### src/rtl/tawas_thread_sched_if.sv
// Issue/writeback bus between the Tawas thread scheduler and its surrounding pipeline.
// prio_mask exists only when TAWAS_SCHED_PRIO_EN is defined.
interface tawas_thread_sched_if;
    logic [31:0] thread_en_set;
    logic [31:0] thread_en_clr;
    logic        block_en;
    logic [4:0]  block_thread;
    logic        wake_en;
    logic [4:0]  wake_thread;
    logic        stall;
`ifdef TAWAS_SCHED_PRIO_EN
    logic [31:0] prio_mask;
`endif
    logic        thread_load_en;
    logic [4:0]  thread_load;
    logic        wb_valid;
    logic [4:0]  wb_thread;
    logic [31:0] thread_active;
    logic [31:0] thread_blocked;
    logic        idle;

`ifdef TAWAS_SCHED_PRIO_EN
    modport master (
        input  thread_en_set, thread_en_clr, block_en, block_thread,
               wake_en, wake_thread, stall, prio_mask,
        output thread_load_en, thread_load, wb_valid, wb_thread,
               thread_active, thread_blocked, idle
    );
    modport slave (
        output thread_en_set, thread_en_clr, block_en, block_thread,
               wake_en, wake_thread, stall, prio_mask,
        input  thread_load_en, thread_load, wb_valid, wb_thread,
               thread_active, thread_blocked, idle
    );
`else
    modport master (
        input  thread_en_set, thread_en_clr, block_en, block_thread,
               wake_en, wake_thread, stall,
        output thread_load_en, thread_load, wb_valid, wb_thread,
               thread_active, thread_blocked, idle
    );
    modport slave (
        output thread_en_set, thread_en_clr, block_en, block_thread,
               wake_en, wake_thread, stall,
        input  thread_load_en, thread_load, wb_valid, wb_thread,
               thread_active, thread_blocked, idle
    );
`endif
endinterface

### src/rtl/tawas_thread_sched.sv
// Barrel-thread issue scheduler: round-robin pick among 32 threads, issue strobe and writeback tag pipe.
// Optional priority pick enabled by defining TAWAS_SCHED_PRIO_EN.
module tawas_thread_sched #(
    parameter int unsigned PIPE_DEPTH = 3
) (
    input logic                   clk,
    input logic                   rst_n,
    tawas_thread_sched_if.master  sched_io
);

    localparam int unsigned NT = 32;
    localparam int unsigned TW = 5;

    logic [NT-1:0]  active_q, active_d;
    logic [NT-1:0]  blocked_q, blocked_d;
    logic [NT-1:0]  inflight_q, inflight_d;
    logic [TW-1:0]  ptr_q, ptr_d;
    logic [TW-1:0]  load_q, load_d;
    logic           load_en_q, load_en_d;
    logic           idle_q, idle_d;
    logic [PIPE_DEPTH-1:0] wb_vld_q, wb_vld_d;
    logic [TW-1:0]  wb_thr_q [PIPE_DEPTH];
    logic [TW-1:0]  wb_thr_d [PIPE_DEPTH];

    logic [NT-1:0]  ready_c;
    logic [NT-1:0]  cand_c;
    logic           pick_vld_c;
    logic [TW-1:0]  pick_c;
    logic           issue_c;

    assign ready_c = active_q & ~blocked_q & ~inflight_q;

`ifdef TAWAS_SCHED_PRIO_EN
    // Priority threads share the round-robin pointer with the normal pool.
    assign cand_c = ((ready_c & sched_io.prio_mask) != '0) ? (ready_c & sched_io.prio_mask) : ready_c;
`else
    assign cand_c = ready_c;
`endif

    // First candidate after the pointer, pointer itself last.
    always_comb begin
        logic [TW-1:0] idx;
        idx        = '0;
        pick_vld_c = 1'b0;
        pick_c     = ptr_q;
        for (int unsigned k = 1; k <= NT; k++) begin
            idx = ptr_q + TW'(k);
            if (!pick_vld_c && cand_c[idx]) begin
                pick_vld_c = 1'b1;
                pick_c     = idx;
            end
        end
    end

    always_comb begin
        wb_vld_d    = '0;
        wb_vld_d[0] = load_en_q;
        wb_thr_d[0] = load_q;
        for (int unsigned i = 1; i < PIPE_DEPTH; i++) begin
            wb_vld_d[i] = wb_vld_q[i-1];
            wb_thr_d[i] = wb_thr_q[i-1];
        end

        active_d = (active_q | sched_io.thread_en_set) & ~sched_io.thread_en_clr;

        // Wake is applied after block so it wins on a same-thread collision.
        blocked_d = blocked_q;
        if (sched_io.block_en && active_q[sched_io.block_thread])
            blocked_d[sched_io.block_thread] = 1'b1;
        if (sched_io.wake_en && active_q[sched_io.wake_thread])
            blocked_d[sched_io.wake_thread] = 1'b0;
        blocked_d = blocked_d & active_d;

        // Slot retires on the edge its writeback tag appears.
        inflight_d = inflight_q;
        if (wb_vld_d[PIPE_DEPTH-1])
            inflight_d[wb_thr_d[PIPE_DEPTH-1]] = 1'b0;

        issue_c   = pick_vld_c & ~sched_io.stall;
        load_en_d = issue_c;
        load_d    = load_q;
        ptr_d     = ptr_q;
        if (issue_c) begin
            load_d             = pick_c;
            ptr_d              = pick_c;
            inflight_d[pick_c] = 1'b1;
        end

        idle_d = (ready_c == '0);
    end

    always_ff @(posedge clk or negedge rst_n) begin
        if (!rst_n) begin
            active_q   <= NT'(1);
            blocked_q  <= '0;
            inflight_q <= '0;
            ptr_q      <= TW'(NT - 1);
            load_q     <= '0;
            load_en_q  <= 1'b0;
            idle_q     <= 1'b0;
            wb_vld_q   <= '0;
            for (int unsigned i = 0; i < PIPE_DEPTH; i++)
                wb_thr_q[i] <= '0;
        end else begin
            active_q   <= active_d;
            blocked_q  <= blocked_d;
            inflight_q <= inflight_d;
            ptr_q      <= ptr_d;
            load_q     <= load_d;
            load_en_q  <= load_en_d;
            idle_q     <= idle_d;
            wb_vld_q   <= wb_vld_d;
            for (int unsigned i = 0; i < PIPE_DEPTH; i++)
                wb_thr_q[i] <= wb_thr_d[i];
        end
    end

    assign sched_io.thread_load_en = load_en_q;
    assign sched_io.thread_load    = load_q;
    assign sched_io.wb_valid       = wb_vld_q[PIPE_DEPTH-1];
    assign sched_io.wb_thread      = wb_thr_q[PIPE_DEPTH-1];
    assign sched_io.thread_active  = active_q;
    assign sched_io.thread_blocked = blocked_q;
    assign sched_io.idle           = idle_q;

endmodule

### src/flat_wrapper.sv
// flat-port wrapper written by rule: the top's interface ports become plain ports
module tawas_thread_sched_flat 
#(
    parameter int unsigned PIPE_DEPTH = 3
)
  (clk, rst_n, sched_io_thread_en_set, sched_io_thread_en_clr, sched_io_block_en, sched_io_block_thread, sched_io_wake_en, sched_io_wake_thread, sched_io_stall, sched_io_thread_load_en, sched_io_thread_load, sched_io_wb_valid, sched_io_wb_thread, sched_io_thread_active, sched_io_thread_blocked, sched_io_idle);
  tawas_thread_sched_if sched_io_i ();
  input logic clk;
  input logic rst_n;
  input wire logic [$bits(sched_io_i.thread_en_set)-1:0] sched_io_thread_en_set;
  input wire logic [$bits(sched_io_i.thread_en_clr)-1:0] sched_io_thread_en_clr;
  input wire logic [$bits(sched_io_i.block_en)-1:0] sched_io_block_en;
  input wire logic [$bits(sched_io_i.block_thread)-1:0] sched_io_block_thread;
  input wire logic [$bits(sched_io_i.wake_en)-1:0] sched_io_wake_en;
  input wire logic [$bits(sched_io_i.wake_thread)-1:0] sched_io_wake_thread;
  input wire logic [$bits(sched_io_i.stall)-1:0] sched_io_stall;
  output wire logic [$bits(sched_io_i.thread_load_en)-1:0] sched_io_thread_load_en;
  output wire logic [$bits(sched_io_i.thread_load)-1:0] sched_io_thread_load;
  output wire logic [$bits(sched_io_i.wb_valid)-1:0] sched_io_wb_valid;
  output wire logic [$bits(sched_io_i.wb_thread)-1:0] sched_io_wb_thread;
  output wire logic [$bits(sched_io_i.thread_active)-1:0] sched_io_thread_active;
  output wire logic [$bits(sched_io_i.thread_blocked)-1:0] sched_io_thread_blocked;
  output wire logic [$bits(sched_io_i.idle)-1:0] sched_io_idle;
  assign sched_io_i.thread_en_set = sched_io_thread_en_set;
  assign sched_io_i.thread_en_clr = sched_io_thread_en_clr;
  assign sched_io_i.block_en = sched_io_block_en;
  assign sched_io_i.block_thread = sched_io_block_thread;
  assign sched_io_i.wake_en = sched_io_wake_en;
  assign sched_io_i.wake_thread = sched_io_wake_thread;
  assign sched_io_i.stall = sched_io_stall;
  assign sched_io_thread_load_en = sched_io_i.thread_load_en;
  assign sched_io_thread_load = sched_io_i.thread_load;
  assign sched_io_wb_valid = sched_io_i.wb_valid;
  assign sched_io_wb_thread = sched_io_i.wb_thread;
  assign sched_io_thread_active = sched_io_i.thread_active;
  assign sched_io_thread_blocked = sched_io_i.thread_blocked;
  assign sched_io_idle = sched_io_i.idle;
  tawas_thread_sched #(.PIPE_DEPTH(PIPE_DEPTH)) u_core (.clk(clk), .rst_n(rst_n), .sched_io(sched_io_i));
endmodule
### config.mk
export PLATFORM = sky130hd
export DESIGN_NAME = tawas_thread_sched_flat
export DESIGN_NICKNAME = d
export VERILOG_FILES = /design/src/rtl/tawas_thread_sched_if.sv /design/src/rtl/tawas_thread_sched.sv /design/src/flat_wrapper.sv
export SDC_FILE = /design/constraint.sdc
export NUM_CORES = 1
export LEC_CHECK = 0
export CORE_ASPECT_RATIO = 1.2
export CORE_MARGIN = 2
export CORE_UTILIZATION = 40
export DETAILED_ROUTE_END_ITERATION = 7
export SETUP_SLACK_MARGIN = 0.5
export SLEW_MARGIN = 20
export SYNTH_ARGS = -nofsm -noshare
export SYNTH_HDL_FRONTEND = slang
export SYNTH_SLANG_ARGS = --single-unit
### constraint.sdc
create_clock -name clk -period 6.24 [get_ports clk]
set_input_delay 1.248 -clock clk [delete_from_list [all_inputs] [get_ports clk]]
set_output_delay 1.248 -clock clk [all_outputs]
set_load 0.05 [all_outputs]
==> metrics.yaml, run 1 <==
outcome:
  status: "complete, no violations"
setup_path:
  cp-start-kind: "flip-flop"
  crit_start: "u_core.ptr_q[3]"
  crit_top_cell: "buf_4"
  crit_arrival_ns: 6.02
  worst_setup_path_end_kind: "flip-flop"
  path_class: "reg -> reg"
  r2r_cells: 18
  critPathMaxStageDelay_ns: 0.69
  critPathMaxFanout: 8
  cp_cell_sequence: "inv_1, ha_1, clkinvlp_4, buf_4, mux4_2, mux2_2, nand2b_1, nand4_1, and3_1, buf_4, nand2_1, buf_4, nor4_1, o211ai_1, o311a_1, o21ai_2, nand4b_1, o31ai_1"
  required_ns: 6.57
  reg2reg_slack_ns: 0.55
  cp_slowest_cell: "dfstp_2"
  worstReg2RegStart: "u_core.ptr_q[3]"
  timing.rr.end: "u_core.inflight_q[31]"
synth:
  synth_top_area_frac: 0.226
  syn_area_per_cell_sq_um: 9.40
  ys_async_sr_fraction: 1.00
  synth.net_count: 1501
  synth.yosys.warnings: 0
  synth-seq-cells: 126
  syn_area_sq_um: 13300
  synth_cells: 1410
  yosysTopAreaCell: "dfrtp_1"
  ys_seq_area_frac: 0.238
  synth.area.top_cells: "dfrtp_1, mux4_2, mux2i_1, nor2_1, mux2_2"
  ys.flop_type: "dfrtp_1"
  synth_edf_count: 0
  synth_common_cells: "nor2_1, dfrtp_1, nand2_1"
  ys_types: 103
  yosysMostFrequentCell: "nor2_1"
drt:
  routed_via_density: 6.79
  antenna_left: 0
  dr.pass1.iters: 7
  num_vias: 14000
  post_drt_wl_per_cell_um: 30.9
  drt_iter0_drc: 1299
  routed_wl_um: 63800
  route.detailed.drc: 0
hold_path:
  hp-class: "reg -> reg"
  worst_hold_path.num_cells: 0
  min_to: "u_core.wb_thr_d[0]"
  holdCritStartpoint: "u_core.wb_thr_d[5]"
timing:
  max_freq_ghz: 0.176
  slew_violations: 0
  setup_violations: 0
  slew_headroom: 0.238
  worstMarginPinSlew_ns: 1.14
  layout_min_cycle_time_ns: 5.69
  skew_ns: 0.0105
  rsz0062_at_grt: "true"
  fin_crit_sh: 0.913
  hold_violations: 0
  fin_setup_tns_ns: 0
global_route:
  grt-ovfl-total: 0
  grt_max_degree: 75
  grt_pass1_wl_um: 92000
  groute.usage.overall: 0.365
  antenna_found_initial: 1
  grt_pass1_vias: 13900
final_layout:
  syn_to_final_growth_pct: 28.0
  layout-drive-gt1-share: 0.249
  fin_util: 0.516
  multi_input_area_sq_um: 9710
  diodes: 0
  fill_cells: 3070
  layout.nets: 1735
  seqCellArea_sq_um: 3160
  finish.instance_area_sq_um: 17000
die:
  initial_core_util: 0.403
  fp.dieW_um: 170
  die_height_um: 203
  core_area_sq_um: 32900
  die_area_sq_um: 34600
  ios: 156
  fp-row-count: 73
place:
  gp_congestion: 1.03
  io_buffers: 155
  post_dp_cell_area_sq_um: 16000
  dp_hpwl_um: 50000
clock_network:
  cts_tree: "yes"
  clockBufferDepth: 2
  clk_pin_slew_worst_paths_ns: 0.06
  clock-sinks: 126
  cts-root-buf: "clkbuf_16"
  cts_buffers: 17
  clk_latency_ns: 0.43
  cts-htree-levels: 4
  hold_buffers: 0
run:
  cap_viol_max_count: 0
area by class of cell:
| class | instances | share of cell area |
|---|---|---|
| Inverter | 26 | 0.00597 |
| Clock buffer | 21 | 0.0271 |
| Timing Repair Buffer | 307 | 0.166 |
| Tap cell | 412 | 0.0304 |
| Clock inverter | 11 | 0.0125 |
| Sequential cell | 126 | 0.186 |
| Multi-Input combinational cell | 1166 | 0.572 |
kinds of logic (layout without fill, tap and decap cells):
family,count (synthesis),count (layout),share of synthesized area
simple gates,497,498,0.205
compound gates,393,393,0.205
mux,231,231,0.272
flops,126,126,0.238
buf+inv,119,365,0.0462
xor+xnor,32,32,0.0217
fa+ha+maj,12,12,0.0113
critical path, delay by kind of cell (launching register included):
kind                     cells  cell delay (ns)
AND/OR/NAND/NOR              6             1.73
AO/OA/AOI/OAI                4             1.06
buffers and inverters        5             1.01
flip-flops                   1             0.69
multiplexers                 2             0.62
adder cells (fa/ha/maj)      1             0.47
what timing repair did:
| item | 4_1_cts | 5_1_grt |
|---|---|---|
| gates cloned | 0 | 1 |
| setup endpoints to repair | 38 | 40 |
| resized for setup | 2 | 35 |
| endpoints found under the hold margin | 0 | 0 |
| buffers inserted | 0 | 13 |
| pin swaps | 0 | 9 |
state kept, by name (all words and copies together), names as in the netlist:
register	cells
u_core.wb_thr_d	10
u_core.sched_io.idle	1
u_core.ptr_q	5
u_core.inflight_q	32
u_core.sched_io.thread_load_en	1
u_core.sched_io.thread_blocked	32
u_core.wb_vld_q	3
u_core.sched_io.thread_load	5
u_core.sched_io.wb_thread	5
u_core.sched_io.thread_active	32
routing by layer:
| layer | share of wire | GRT usage | wire length (um) | up-vias |
|---|---|---|---|---|
| met5 | 0 | 0 | 0 | - |
| met4 | 0.095 | 0.274 | 6090 | 0 |
| met3 | 0.070 | 0.0598 | 4470 | 273 |
| met2 | 0.48 | 0.611 | 30400 | 851 |
| met1 | 0.36 | 0.418 | 22900 | 6868 |
| li1 | - | - | - | 6047 |
placed cells by master (no fill, tap or decap), types with 28 or more instances in the layout:
| cell | count |
|---|---|
| dfrtp_1 | 120 |
| a21oi_1 | 81 |
| mux2i_1 | 87 |
| mux4_2 | 99 |
| clkdlybuf4s50_1 | 154 |
| buf_4 | 140 |
| nand2_1 | 104 |
| nor2_1 | 150 |
| nand3_1 | 43 |
| nor3b_1 | 35 |
| nor3_1 | 28 |
| o21ai_0 | 74 |
| mux2_2 | 44 |
| o31ai_1 | 36 |
worst max-delay path by stage:
| stage | to |
|---|---|
| 2_1_floorplan | u_core.inflight_q[19] |
| 3_3_place_gp | u_core.inflight_q[3] |
| 3_5_place_dp | u_core.inflight_q[3] |
| 4_1_cts | u_core.inflight_q[9] |
| 5_1_grt | u_core.inflight_q[9] |
| 6_report | u_core.inflight_q[31] |
through the flow:
step / worst slack (ns) / cells / hold slack, ns
floorplan: 0.508 / 1410 / 0.331
global placement: 0.356 / 2023 / 0.332
detailed placement: 0.252 / 2023 / 0.335
CTS: 0.480 / 2055 / 0.348
global route: 0.464 / 2069 / 0.352
finish: 0.546 / 2069 / 0.348
Power of run 1 is left out: the tool's default activity adds up to more than one toggle a clock period on the data nets, which glitch-free logic cannot reach.
==> inputs of run 2 (changes only) <==
--- a/config.mk
+++ b/config.mk
@@ -8,7 +8,9 @@
 export CORE_ASPECT_RATIO = 1.2
 export CORE_MARGIN = 2
 export CORE_UTILIZATION = 40
+export CTS_CLUSTER_SIZE = 28
 export DETAILED_ROUTE_END_ITERATION = 7
+export REMOVE_ABC_BUFFERS = 1
 export SETUP_SLACK_MARGIN = 0.5
 export SLEW_MARGIN = 20
 export SYNTH_ARGS = -nofsm -noshare
==> metrics.yaml, run 2 (synthesized netlist as in run 1, its figures left out) <==
timing:
  rsz0062_at_grt: "true"
  hold_violations: 0
  setup_violations: 0
  fin_setup_tns_ns: 0
  layout_min_cycle_time_ns: 5.61
  max_freq_ghz: 0.178
  whs_ns: 0.354
  skew_ns: 0.0104
  worstMarginPinSlew_ns: 0.988
  slew_headroom: 0.339
  fin_crit_sh: 0.899
  slew_violations: 0
clock_network:
  clockBufferDepth: 2
  clk_latency_ns: 0.43
  hold_buffers: 0
  cts_buffers: 17
  cts-root-buf: "clkbuf_16"
  clk_pin_slew_worst_paths_ns: 0.06
  cts-htree-levels: 4
  cts_tree: "yes"
  clock-sinks: 126
setup_path:
  path_class: "reg -> reg"
  cp_cell_sequence: "buf_4, ha_1, buf_4, xnor2_4, mux4_2, a2bb2oi_1, nand3_1, buf_4, nor3_1, a211oi_1, a222oi_1, nor2_1, o311a_1, o21ai_2, nand4b_1, o31ai_1"
  crit_top_cell: "buf_4"
  worst_setup_path_end_kind: "flip-flop"
  cp_slowest_cell: "dfstp_2"
  cp-start-kind: "flip-flop"
  critPathMaxFanout: 28
  critPathMaxStageDelay_ns: 0.54
  crit_arrival_ns: 5.94
  required_ns: 6.57
  path_buf_inv: 3
  critPathTopFamily: "compound AO/OA/AOI/OAI gates"
hold_path:
  hp-class: "reg -> reg"
die:
  die_area_sq_um: 34600
  fp.dieW_um: 170
  fp-row-count: 73
  die_height_um: 203
  core_area_sq_um: 32900
  ios: 156
  initial_core_util: 0.403
final_layout:
  layout.nets: 1697
  diodes: 0
  final_cells: 2029
  syn_to_final_growth_pct: 24.6
  fin_util: 0.502
  layout-drive-gt1-share: 0.231
  final_common_cell: "clkdlybuf4s50_1"
  mostFrequentLayoutCells: "clkdlybuf4s50_1, nor2_1, dfrtp_1, buf_4, nand2_1"
drt:
  dr.pass1.iters: 8
  antenna_left: 0
  post_drt_wl_per_cell_um: 29.5
  num_vias: 14000
  routed_via_density: 6.91
  routed_wl_um: 59800
  drt_iter0_drc: 1741
  route.detailed.drc: 0
global_route:
  grt_pass1_vias: 13600
  grt_pass1_wl_um: 88100
  groute.usage.overall: 0.344
  grt-ovfl-total: 0
  grt_max_degree: 65
  antenna_found_initial: 1
place:
  gp_congestion: 1.02
  place_inst: 1986
  io_buffers: 155
  dp_hpwl_um: 46600
run:
  cap_viol_max_count: 0
outcome:
  status: "complete, no violations"
[run 2: timing repair]
| action | CTS | global route |
|---|---|---|
| cloned | 0 | 0 |
| pin swaps | 0 | 5 |
| endpoints found under the setup margin | 41 | 40 |
| resized for setup | 9 | 24 |
| setup buffers | 0 | 13 |
[run 2: final cells by class]
| type | instances | area (sq um) |
|---|---|---|
| clock inverter | 12 | 114 |
| sequential | 126 | 3160 |
| multi-input combinational | 1165 | 9730 |
| inverter | 26 | 101 |
| fill | 3097 | 16400 |
| tap | 412 | 515 |
| timing repair buffer | 270 | 2460 |
| clock buffer | 18 | 439 |
[run 2: metrics by stage]
step	instance area (sq um)	setup WS [ns]
2_1_floorplan	12700	-1.89
3_3_place_gp	15600	-0.0516
3_5_place_dp	15600	0.0590
4_1_cts	16200	0.501
5_1_grt	16500	0.456
6_report	16500	0.630
[run 2: layer usage]
| metal | global-route usage | routed length (um) | vias to the layer above |
|---|---|---|---|
| li1 | - | - | 5953 |
| met1 | 0.419 | 21900 | 6863 |
| met2 | 0.553 | 27600 | 953 |
| met3 | 0.0510 | 4800 | 243 |
| met4 | 0.256 | 5480 | 0 |
| met5 | 0 | 0 | - |
[run 2: final timing paths]
kind                                     from  slack (ns)                               end  depth (start not counted)
max                           u_core.ptr_q[0]        0.63             u_core.inflight_q[23]                         16
min                        u_core.wb_thr_d[8]        0.35                u_core.wb_thr_d[3]                          0
max reg2reg                   u_core.ptr_q[0]        0.63             u_core.inflight_q[23]                         16
min reg2reg                u_core.wb_thr_d[8]        0.35                u_core.wb_thr_d[3]                          0
max in group asynchronous               rst_n        3.98  u_core.sched_io.thread_active[5]                          2
min in group asynchronous               rst_n        0.90    u_core.sched_io.thread_load[1]                          1
Power of run 2 is left out for the same reason.
